### src/rtl/sort_pkg.sv
// Shared constants and types for the sort batch loader.
//   WORD_W / WORDS_PER_BLK / BLKS_PER_BATCH : key, block and batch geometry
//   BLK_W    : packed block width
//   IDX_W    : block-index width, WCNT_W : word-counter width
//   PAD_KEY  : maximum key, used to pad short batches (SORT_LOADER_PAD_EN builds)
//   pad_state_e : states of the pad FSM
//   pad_tail()  : completes a partial fill register with PAD_KEY words
package sort_pkg;
  localparam int WORD_W         = 32;
  localparam int WORDS_PER_BLK  = 16;
  localparam int BLKS_PER_BATCH = 8;
  localparam int BLK_W          = WORD_W * WORDS_PER_BLK;
  localparam int IDX_W          = $clog2(BLKS_PER_BATCH);
  localparam int WCNT_W         = $clog2(WORDS_PER_BLK);
  localparam logic [WORD_W-1:0] PAD_KEY = 32'hFFFF_FFFF;

  typedef enum logic [1:0] {
    ST_IDLE = 2'd0,
    ST_FILL = 2'd1,
    ST_PAD  = 2'd2
  } pad_state_e;

  // The wcnt most recent words sit in the low bits of the fill register.
  // Shift them to the top and fill every vacated slot with PAD_KEY; with
  // wcnt == 0 the result is an all-pad block.
  function automatic logic [BLK_W-1:0] pad_tail(input logic [BLK_W-1:0] fill,
                                                input logic [WCNT_W-1:0] wcnt);
    int unsigned sh;
    logic [BLK_W-1:0] keep_mask;
    sh        = WORD_W * (WORDS_PER_BLK - int'(wcnt));
    keep_mask = {BLK_W{1'b1}} << sh;
    return (fill << sh) | ({WORDS_PER_BLK{PAD_KEY}} & ~keep_mask);
  endfunction
endpackage

### src/rtl/sort_block_loader_if.sv
// Key-stream and block-stream handshake bundle of the sort batch loader.
//   in_valid/in_ready/in_data/in_last : serial key input
//   blk_valid/blk_ready/blk_data/blk_idx/blk_last : packed block output
//   batch_done : pulse after the last block of a batch is taken
//   err        : sticky framing error
// slave modport = loader view, master modport = host/sorter view.
interface sort_block_loader_if;
  import sort_pkg::*;

  logic              in_valid;
  logic              in_ready;
  logic [WORD_W-1:0] in_data;
  logic              in_last;
  logic              blk_valid;
  logic              blk_ready;
  logic [BLK_W-1:0]  blk_data;
  logic [IDX_W-1:0]  blk_idx;
  logic              blk_last;
  logic              batch_done;
  logic              err;

  modport slave (
    input  in_valid, in_data, in_last, blk_ready,
    output in_ready, blk_valid, blk_data, blk_idx, blk_last, batch_done, err
  );

  modport master (
    output in_valid, in_data, in_last, blk_ready,
    input  in_ready, blk_valid, blk_data, blk_idx, blk_last, batch_done, err
  );
endinterface

### src/rtl/sort_word_packer.sv
// Fill register of the loader: shifts keys in, first key ending at the MSB.
//   shift_en/shift_data : accept one key this cycle
//   pad_en              : complete the current block with PAD_KEY words
//                         (port only present with SORT_LOADER_PAD_EN)
//   move_en             : the completed/pending block leaves this edge
//   next_blk/complete   : block completed in this cycle (combinational, so
//                         the top can move it on the same edge)
//   fill_data/full      : pending complete block that could not move yet
//   wcnt                : words held in the current block, 0..15
module sort_word_packer
  import sort_pkg::*;
(
  input  logic              clk,
  input  logic              rst,
  input  logic              shift_en,
  input  logic [WORD_W-1:0] shift_data,
`ifdef SORT_LOADER_PAD_EN
  input  logic              pad_en,
`endif
  input  logic              move_en,
  output logic [BLK_W-1:0]  fill_data,
  output logic [BLK_W-1:0]  next_blk,
  output logic              complete,
  output logic [WCNT_W-1:0] wcnt,
  output logic              full
);
  logic [BLK_W-1:0]  fill_r;
  logic [WCNT_W-1:0] wcnt_r;
  logic              full_r;
  logic [BLK_W-1:0]  shifted_s;
  logic [BLK_W-1:0]  next_blk_s;
  logic              complete_s;

  // Shifted value and block-completion detection for this cycle.
  always_comb begin
    shifted_s  = {fill_r[BLK_W-WORD_W-1:0], shift_data};
    next_blk_s = shifted_s;
    complete_s = shift_en && (wcnt_r == WCNT_W'(WORDS_PER_BLK - 1));
`ifdef SORT_LOADER_PAD_EN
    if (pad_en) begin
      next_blk_s = pad_tail(fill_r, wcnt_r);
      complete_s = 1'b1;
    end else begin
      next_blk_s = shifted_s;
    end
`endif
  end

  // Fill register, word counter and pending-full flag.
  always_ff @(posedge clk or posedge rst) begin
    if (rst) begin
      fill_r <= {BLK_W{1'b0}};
      wcnt_r <= WCNT_W'(0);
      full_r <= 1'b0;
    end else if (complete_s) begin
      fill_r <= next_blk_s;
      wcnt_r <= WCNT_W'(0);
      full_r <= !move_en;
    end else if (shift_en) begin
      fill_r <= shifted_s;
      wcnt_r <= wcnt_r + WCNT_W'(1);
    end else if (move_en) begin
      full_r <= 1'b0;
    end
  end

  assign fill_data = fill_r;
  assign next_blk  = next_blk_s;
  assign complete  = complete_s;
  assign wcnt      = wcnt_r;
  assign full      = full_r;
endmodule

### src/rtl/sort_block_loader.sv
// Input-side loader of the sorting subsystem: packs 32-bit keys into 512-bit
// blocks (16 keys, first key in [511:480]) and presents 8 blocks per batch.
// Ports: clk, rst (async, active-high), bus (sort_block_loader_if.slave).
// Two-stage buffering: the packer's fill register feeds the output register;
// a completed block moves on the same edge whenever the output is free, so a
// continuous stream with blk_ready high runs at one key per cycle.
// Build option SORT_LOADER_PAD_EN: an early in_last pads the batch with
// all-ones keys up to block 7 instead of flagging a framing error.
module sort_block_loader
  import sort_pkg::*;
(
  input  logic clk,
  input  logic rst,
  sort_block_loader_if.slave bus
);
  logic [BLK_W-1:0]  fill_data_s;
  logic [BLK_W-1:0]  next_blk_s;
  logic [WCNT_W-1:0] wcnt_s;
  logic              complete_s;
  logic              full_s;
  logic              in_ready_s;
  logic              word_take_s;
  logic              out_free_s;
  logic              move_s;
  logic              is_last_pos_s;
  logic              frame_err_s;

  logic [BLK_W-1:0]  blk_data_r;
  logic [IDX_W-1:0]  blk_idx_r;
  logic              blk_last_r;
  logic              blk_valid_r;
  logic [IDX_W-1:0]  bcnt_r;
  logic              batch_done_r;
  logic              err_r;

`ifdef SORT_LOADER_PAD_EN
  pad_state_e state_r;
  pad_state_e state_s;
  logic       pad_go_s;
`endif

  // Handshake and move decisions. A pending full block blocks input, so
  // {bcnt, wcnt} is always the batch position of the word being accepted.
  always_comb begin
`ifdef SORT_LOADER_PAD_EN
    in_ready_s = !full_s && (state_r != ST_PAD);
`else
    in_ready_s = !full_s;
`endif
    word_take_s   = bus.in_valid && in_ready_s;
    out_free_s    = !blk_valid_r || bus.blk_ready;
    move_s        = out_free_s && (full_s || complete_s);
    is_last_pos_s = (bcnt_r == IDX_W'(BLKS_PER_BATCH - 1)) &&
                    (wcnt_s == WCNT_W'(WORDS_PER_BLK - 1));
  end

  // Framing check on each accepted word.
  always_comb begin
    frame_err_s = 1'b0;
    if (word_take_s) begin
`ifdef SORT_LOADER_PAD_EN
      frame_err_s = is_last_pos_s && !bus.in_last;
`else
      frame_err_s = (bus.in_last != is_last_pos_s);
`endif
    end else begin
      frame_err_s = 1'b0;
    end
  end

`ifdef SORT_LOADER_PAD_EN
  // Pad FSM state register.
  always_ff @(posedge clk or posedge rst) begin
    if (rst) begin
      state_r <= ST_IDLE;
    end else begin
      state_r <= state_s;
    end
  end

  // Pad FSM next state: one pad block per cycle until block 7 has moved out.
  always_comb begin
    state_s  = state_r;
    pad_go_s = 1'b0;
    case (state_r)
      ST_IDLE, ST_FILL: begin
        if (word_take_s && bus.in_last && !is_last_pos_s) begin
          state_s = ST_PAD;
        end else if (word_take_s && is_last_pos_s) begin
          state_s = ST_IDLE;
        end else if (word_take_s) begin
          state_s = ST_FILL;
        end else begin
          state_s = state_r;
        end
      end
      ST_PAD: begin
        pad_go_s = !full_s;
        if (move_s && (bcnt_r == IDX_W'(BLKS_PER_BATCH - 1))) begin
          state_s = ST_IDLE;
        end else begin
          state_s = ST_PAD;
        end
      end
      default: begin
        state_s = ST_IDLE;
      end
    endcase
  end
`endif

  sort_word_packer u_packer (
    .clk       (clk),
    .rst       (rst),
    .shift_en  (word_take_s),
    .shift_data(bus.in_data),
`ifdef SORT_LOADER_PAD_EN
    .pad_en    (pad_go_s),
`endif
    .move_en   (move_s),
    .fill_data (fill_data_s),
    .next_blk  (next_blk_s),
    .complete  (complete_s),
    .wcnt      (wcnt_s),
    .full      (full_s)
  );

  // Output register: load on a move, otherwise drop valid once consumed.
  always_ff @(posedge clk or posedge rst) begin
    if (rst) begin
      blk_data_r  <= {BLK_W{1'b0}};
      blk_idx_r   <= IDX_W'(0);
      blk_last_r  <= 1'b0;
      blk_valid_r <= 1'b0;
    end else if (move_s) begin
      blk_data_r  <= full_s ? fill_data_s : next_blk_s;
      blk_idx_r   <= bcnt_r;
      blk_last_r  <= (bcnt_r == IDX_W'(BLKS_PER_BATCH - 1));
      blk_valid_r <= 1'b1;
    end else if (bus.blk_ready) begin
      blk_valid_r <= 1'b0;
    end
  end

  // Block counter: one step per move, wraps so each batch starts at block 0.
  always_ff @(posedge clk or posedge rst) begin
    if (rst) begin
      bcnt_r <= IDX_W'(0);
    end else if (move_s) begin
      bcnt_r <= bcnt_r + IDX_W'(1);
    end
  end

  // Batch-done pulse (cycle after the last block is taken) and sticky error.
  always_ff @(posedge clk or posedge rst) begin
    if (rst) begin
      batch_done_r <= 1'b0;
      err_r        <= 1'b0;
    end else begin
      batch_done_r <= blk_valid_r && bus.blk_ready && blk_last_r;
      if (frame_err_s) begin
        err_r <= 1'b1;
      end
    end
  end

  assign bus.in_ready   = in_ready_s;
  assign bus.blk_valid  = blk_valid_r;
  assign bus.blk_data   = blk_data_r;
  assign bus.blk_idx    = blk_idx_r;
  assign bus.blk_last   = blk_last_r;
  assign bus.batch_done = batch_done_r;
  assign bus.err        = err_r;
endmodule

### src/flat_wrapper.sv
// flat-port wrapper written by rule: the top's interface ports become plain ports
module sort_block_loader_flat import sort_pkg::*;
  (clk, rst, bus_in_valid, bus_in_data, bus_in_last, bus_blk_ready, bus_in_ready, bus_blk_valid, bus_blk_data, bus_blk_idx, bus_blk_last, bus_batch_done, bus_err);
  sort_block_loader_if bus_i ();
  input  logic clk;
  input  logic rst;
  input wire logic [$bits(bus_i.in_valid)-1:0] bus_in_valid;
  input wire logic [$bits(bus_i.in_data)-1:0] bus_in_data;
  input wire logic [$bits(bus_i.in_last)-1:0] bus_in_last;
  input wire logic [$bits(bus_i.blk_ready)-1:0] bus_blk_ready;
  output wire logic [$bits(bus_i.in_ready)-1:0] bus_in_ready;
  output wire logic [$bits(bus_i.blk_valid)-1:0] bus_blk_valid;
  output wire logic [$bits(bus_i.blk_data)-1:0] bus_blk_data;
  output wire logic [$bits(bus_i.blk_idx)-1:0] bus_blk_idx;
  output wire logic [$bits(bus_i.blk_last)-1:0] bus_blk_last;
  output wire logic [$bits(bus_i.batch_done)-1:0] bus_batch_done;
  output wire logic [$bits(bus_i.err)-1:0] bus_err;
  assign bus_i.in_valid = bus_in_valid;
  assign bus_i.in_data = bus_in_data;
  assign bus_i.in_last = bus_in_last;
  assign bus_i.blk_ready = bus_blk_ready;
  assign bus_in_ready = bus_i.in_ready;
  assign bus_blk_valid = bus_i.blk_valid;
  assign bus_blk_data = bus_i.blk_data;
  assign bus_blk_idx = bus_i.blk_idx;
  assign bus_blk_last = bus_i.blk_last;
  assign bus_batch_done = bus_i.batch_done;
  assign bus_err = bus_i.err;
  sort_block_loader u_core (.clk(clk), .rst(rst), .bus(bus_i));
endmodule
### config.mk
export PLATFORM = sky130hd
export DESIGN_NAME = sort_block_loader_flat
export DESIGN_NICKNAME = d
export VERILOG_FILES = /design/src/rtl/sort_pkg.sv /design/src/rtl/sort_block_loader_if.sv /design/src/rtl/sort_word_packer.sv /design/src/rtl/sort_block_loader.sv /design/src/flat_wrapper.sv
export SDC_FILE = /design/constraint.sdc
export NUM_CORES = 2
export LEC_CHECK = 0
export CAP_MARGIN = 15
export CORE_UTILIZATION = 60
export CTS_CLUSTER_SIZE = 40
export DETAILED_ROUTE_END_ITERATION = 6
export PLACE_DENSITY = 0.87
export REMOVE_ABC_BUFFERS = 1
export SKIP_LAST_GASP = 1
export SYNTH_ARGS = -nofsm -noshare
export SYNTH_HDL_FRONTEND = slang
export SYNTH_SLANG_ARGS = --single-unit
export TNS_END_PERCENT = 50
### constraint.sdc
create_clock -name clk -period 69.6 [get_ports clk]
set_input_delay 13.92 -clock clk [delete_from_list [all_inputs] [get_ports clk]]
set_output_delay 13.92 -clock clk [all_outputs]
set_load 0.005 [all_outputs]
## Word-level counts from Yosys, hierarchy flattened

Cells that the tools add are included.
Widths: inputs -> output; s select.

- Eq/ne operators: 4
- Multipliers: 0
- Reduce and logical (&&, ||, !) cells: 15
- Add/sub/neg operators: 2
- Shift-type cells: 0
- $lt $le $gt $ge: 0
- Multiplexer cells: 11
- Bitwise logic cells: 0
- Divide/modulo/power cells: 0

Operators with widths:

| cell | count |
|---|---|
| $mux 512 | 3 |
| $mux 4 | 2 |
| $logic_and 1x1->1 | 6 |
| $mux 1 | 6 |
| $reduce_bool 2->1 | 3 |
| $add 4x1->4 const B | 1 |
| $eq 4x4->1 const B | 1 |
| $add 3x1->3 const B | 1 |
| $eq 3x3->1 const B | 1 |
| $logic_not 1->1 | 3 |
| $logic_or 1x1->1 | 2 |
| $ne 2x1->1 const B | 1 |
| $reduce_and 2->1 | 1 |
| $ne 1x1->1 | 1 |

- Memory bits (writable): 0
- Logic and storage cells: 42
- Output and inout port bits: 520
- Input bits: 37
- Register bits: 1039
- ROM bits: 0
- Latch bits: 0
- Memories: 0

## Logic depth before layout (Yosys ltp)

- Depth in word-level cells: 8
- Gate-level depth with buffers: 8
- Depth with buffers taken out: 5

## Cells and area by module

Synthesis repeated with hierarchy kept, for this count alone.

- Cell total of the unflattened synthesis: 3305
- Area total of the unflattened synthesis: 48773.0 um^2

Modules (own cells, without submodules):

| module | area an instance (um^2) | seq. area each (um^2) | cells an instance | instances |
|---|---|---|---|---|
| sort_block_loader | 25463.2 | 13062.5 | 1687 | 1 |
| sort_word_packer | 23309.9 | 12937.4 | 1618 | 1 |

## Least setup slack after synthesis

No wires, ideal clock.

- Path kind: input -> register
- Start point: input bus_blk_ready
- End point: register u_core.bcnt_r[1]
- Setup time: 0.125 ns
- Path slack: 54.488 ns
- Required time: 69.475 ns
- Buffers on the path: 4
- Data arrival time: 14.986 ns
- Stages: 7
- Cell sequence: nor2b_1 buf_2 or2_1 buf_2 buf_6 buf_6 mux2_4

- Longest elaborated chain between the ends: 2

Ends and longest elaborated chain:

| element | line | text |
|---|---|---|
| from (decl) | flat_wrapper.sv:10 | `input wire logic [$bits(bus_i.blk_ready)-1:0] bus_blk_ready;` |
| $logic_or 1x1->1 | sort_block_loader.sv:51 | `out_free_s = !blk_valid_r \|\| bus.blk_ready;` |
| $logic_and 1x1->1 | sort_block_loader.sv:52 | `move_s = out_free_s && (full_s \|\| complete_s);` |
| to (signal assigned) | sort_block_loader.sv:150 | `bcnt_r <= bcnt_r + IDX_W'(1);` |
| to (decl) | sort_block_loader.sv:32 | `logic [IDX_W-1:0] bcnt_r;` |

Every way passes these cells.
A chain may end at the register's enable or synchronous reset.

## Worst setup path after layout

- Start point: input bus_blk_ready
- End point: register u_core.blk_data_r[245] (netlist: u_core.bus.blk_data[245])

- Longest elaborated chain between the ends: 2

Ends and longest elaborated chain:

| element | line | text |
|---|---|---|
| $logic_or 1x1->1 | sort_block_loader.sv:51 |  |
| $logic_and 1x1->1 | sort_block_loader.sv:52 |  |
| to (signal assigned) | sort_block_loader.sv:131 | `blk_data_r <= {BLK_W{1'b0}};` |
| to (signal assigned) | sort_block_loader.sv:136 | `blk_data_r <= full_s ? fill_data_s : next_blk_s;` |
| to (decl) | sort_block_loader.sv:28 | `logic [BLK_W-1:0] blk_data_r;` |

Every way passes these cells.

==> metrics <==
clock network latency to the later pin of the worst-skew pair 0.66 ns; unrepaired setup endpoints after global routing false; count of state elements after synthesis 1039; element type at the critical path start input pin; hold violation total from the final report 0; result of the run finished, final reports clean; grt ovf 0; flip-flop and latch area 26000 um^2; mean instance size in the synthesized netlist 9.74 um^2; Max transition margin 22.4%; minimum clock period after layout 17.65 ns; fill count 4715; Setup violations, final 0; WL final 119000 um; residual antenna-violating net count after detailed routing 0; crit path to u_core.bus.blk_data[245]; longest individual stage delay on the worst path 0.82 ns; number of placement rows 98; standby leakage power 0.0239 uW; Vert. Die Dim 272 um; antenna violations before repair 0; TritonCTS Buffers 102; skew final 0.0288 ns; Worst path slowest cell sky130_fd_sc_hd__or2_4; distinct cell type count after synthesis 24; top-level port count 557; number of buffers inserted by post-CTS setup repair 0; wire length of the first global-routing pass 190000 um; worst voltage drop across the vdd grid 0.0249 mV; via count of the first global-routing pass 34700; highest clock rate 56.6 MHz; multi-input combinational cell area 16300 um^2; total iterations of the first detailed-routing run 6; number of hold-repair buffers added at the cts stage 0; number of diodes 0; internal reg-to-reg setup slack 64.86 ns; worst reg2reg startpoint u_core.u_packer.full; Tightest Pin Transition 1.16 ns; fraction of final layout cells with drive strength greater than 1 4.60%; synthesized area 43700 um^2; die area 74000 um^2; vias 35100; cell depth of the worst flop-to-flop path 7; Setup TNS Final 0 ns; deepest level of the CTS H-tree 3; final critical-path share of the clock period 25.4%; data required time of the critical path 70.07 ns; commonest cells after routing, fill and taps aside 1541 x sky130_fd_sc_hd__nand2_1, 1038 x sky130_fd_sc_hd__dfrtp_1, 971 x sky130_fd_sc_hd__o21ai_0, 556 x sky130_fd_sc_hd__clkdlybuf4s50_1, 512 x sky130_fd_sc_hd__mux2i_1; power density over the cells 33.9 nW/um^2; Worst Path Class, Setup input pin to flip-flop; critical path buffer and inverter count 4; root buffer selected by CTS sky130_fd_sc_hd__clkbuf_16; maximum number of buffers from clock root to sink 3; routed length per instance 20.1 um; weighted congestion at the end of routability-driven global placement 0.842; most common library cell in the layout ignoring fill and taps sky130_fd_sc_hd__nand2_1; Total Routing Usage GR 31.9%; standard cell core area 71900 um^2; Top delay family on crit path buffers and inverters; final cell area excluding filler cells 53000 um^2; arrival time worst endpoint 18.13 ns; number of gates resized after CTS 0; final HPWL from detailed placement 70000 um; CTS tree built; iteration-0 DRC count of the detailed router 4196; count of buffers from port buffering 556; number of sinks handled by clock tree synthesis 1039; pin count of the biggest net entering global routing 250; sequential-to-total area share from yosys stat 59.4%; clock input transition at the sequential cells of the worst setup and hold paths 0.06 ns; warnings from Yosys 0; synthesized instance count 4490; post-placement cell area 49500 um^2; final count of pins violating max slew 0; worst min-delay path class flip-flop to flip-flop; net count reported at finish 4891; maximum fanout along the worst path 100; critical path startpoint bus_blk_ready; Initial Util 60.9%; synthesis-to-layout area growth 21.1%; drt via density 5.96; chip width 272 um; critical path capture point type flip-flop; DRC Markers 0; reg2reg end u_core.bus.blk_data[331]; Critical Path Most Common Cell sky130_fd_sc_hd__buf_4; # Max-Cap Violations 0; CP Depth 7; cell-by-cell trace of the critical path clkdlybuf4s50_1 -> nor2b_4 -> buf_4 -> or2_4 -> buf_4 -> buf_4 -> o21ai_0
==> sequential cells by signal (all words and copies together) (netlist names) <==
signal	cells
u_core.bus.blk_valid	1
u_core.bus.blk_last	1
u_core.bus.blk_idx	3
u_core.bus.batch_done	1
u_core.u_packer.fill_data	512
u_core.bcnt_r	3
u_core.u_packer.wcnt	4
u_core.u_packer.full	1
u_core.bus.err	1
u_core.bus.blk_data	512
==> per-stage QoR <==
stage | hold WS [ns] | instances | util [%] | worst slack, ns | total power, uW
after floorplan | 0.445 | 4147 | - | -16.89 | 996
after global placement | 0.452 | 5697 | 68.9 | 51.52 | 1210
after detailed placement | 0.455 | 5697 | 68.9 | 51.47 | 1230
after CTS | 0.469 | 5886 | 73.7 | 52.10 | 1800
after global routing | 0.492 | 5886 | 73.7 | 51.77 | 1880
final | 0.468 | 5886 | 73.7 | 51.95 | 1800
==> routing by layer <==
layer  track usage [%]  vias up  wire length [um]
met1              42.4    17600             46500
met3              5.22      357              7440
met2              50.0     1446             57000
met5                 0        -                 0
li1                  -    15700                 -
met4              19.0        0              7660
==> power by group <==
group / internal, uW / leakage, uW / total (uW) / switching, uW
sequential: 735 / 0.0140 / 850 / 115
combinational: 206 / 0.00824 / 382 / 176
clock: 328 / 0.00172 / 564 / 236
total: 1270 / 0.0239 / 1800 / 527
==> cell type report <==
| type | count | share of cell area [%] |
|---|---|---|
| Clock buffer | 148 | 5.70 |
| Clock inverter | 41 | 0.862 |
| Inverter | 3 | 0.0354 |
| Multi-Input combinational cell | 3105 | 30.8 |
| Sequential cell | 1039 | 49.1 |
| Tap cell | 950 | 2.24 |
| Timing Repair Buffer | 600 | 11.2 |
==> how the worst min path moves through the flow <==
stage          depth (start not counted)                        endpoint                      startpoint
2_1_floorplan                          2  u_core.u_packer.fill_data[480]  u_core.u_packer.fill_data[480]
3_3_place_gp                           1                  u_core.bus.err                  u_core.bus.err
3_5_place_dp                           1                  u_core.bus.err                  u_core.bus.err
4_1_cts                                1                  u_core.bus.err                  u_core.bus.err
5_1_grt                                1                  u_core.bus.err                  u_core.bus.err
6_report                               1                  u_core.bus.err                  u_core.bus.err
==> synthesized netlist by cell type, drive strengths merged <==
| cell | count | area share (%) |
|---|---|---|
| a21o | 2 | 0.034 |
| a21oi | 1 | 0.011 |
| a311oi | 1 | 0.020 |
| a41oi | 1 | 0.020 |
| and3 | 1 | 0.014 |
| buf | 107 | 1.3 |
| clkbuf | 236 | 2.0 |
| dfrtp | 1039 | 59 |
| ha | 3 | 0.086 |
| inv | 3 | 0.026 |
| mux2 | 6 | 0.21 |
| mux2i | 512 | 12 |
| nand2 | 1541 | 13 |
| nand2b | 2 | 0.029 |
| nand4 | 2 | 0.029 |
| nor2 | 1 | 0.0086 |
| nor2b | 2 | 0.029 |
| o21ai | 1025 | 12 |
| o31ai | 1 | 0.017 |
| or2 | 1 | 0.014 |
| xnor2 | 3 | 0.060 |
==> cell families after synthesis <==
group                      Yosys count  synth area share, %
DFF                               1039                 59.4
adders and majority gates            3               0.0858
xor gates and xnor gates             3               0.0601
muxes                              518                 11.9
buffers and inverters              346                 3.30
and+or+nand+nor                   1550                 13.3
AOI/OAI and AO/OA                 1031                 11.8
No activity file was read; power rests on OpenSTA's default activity.
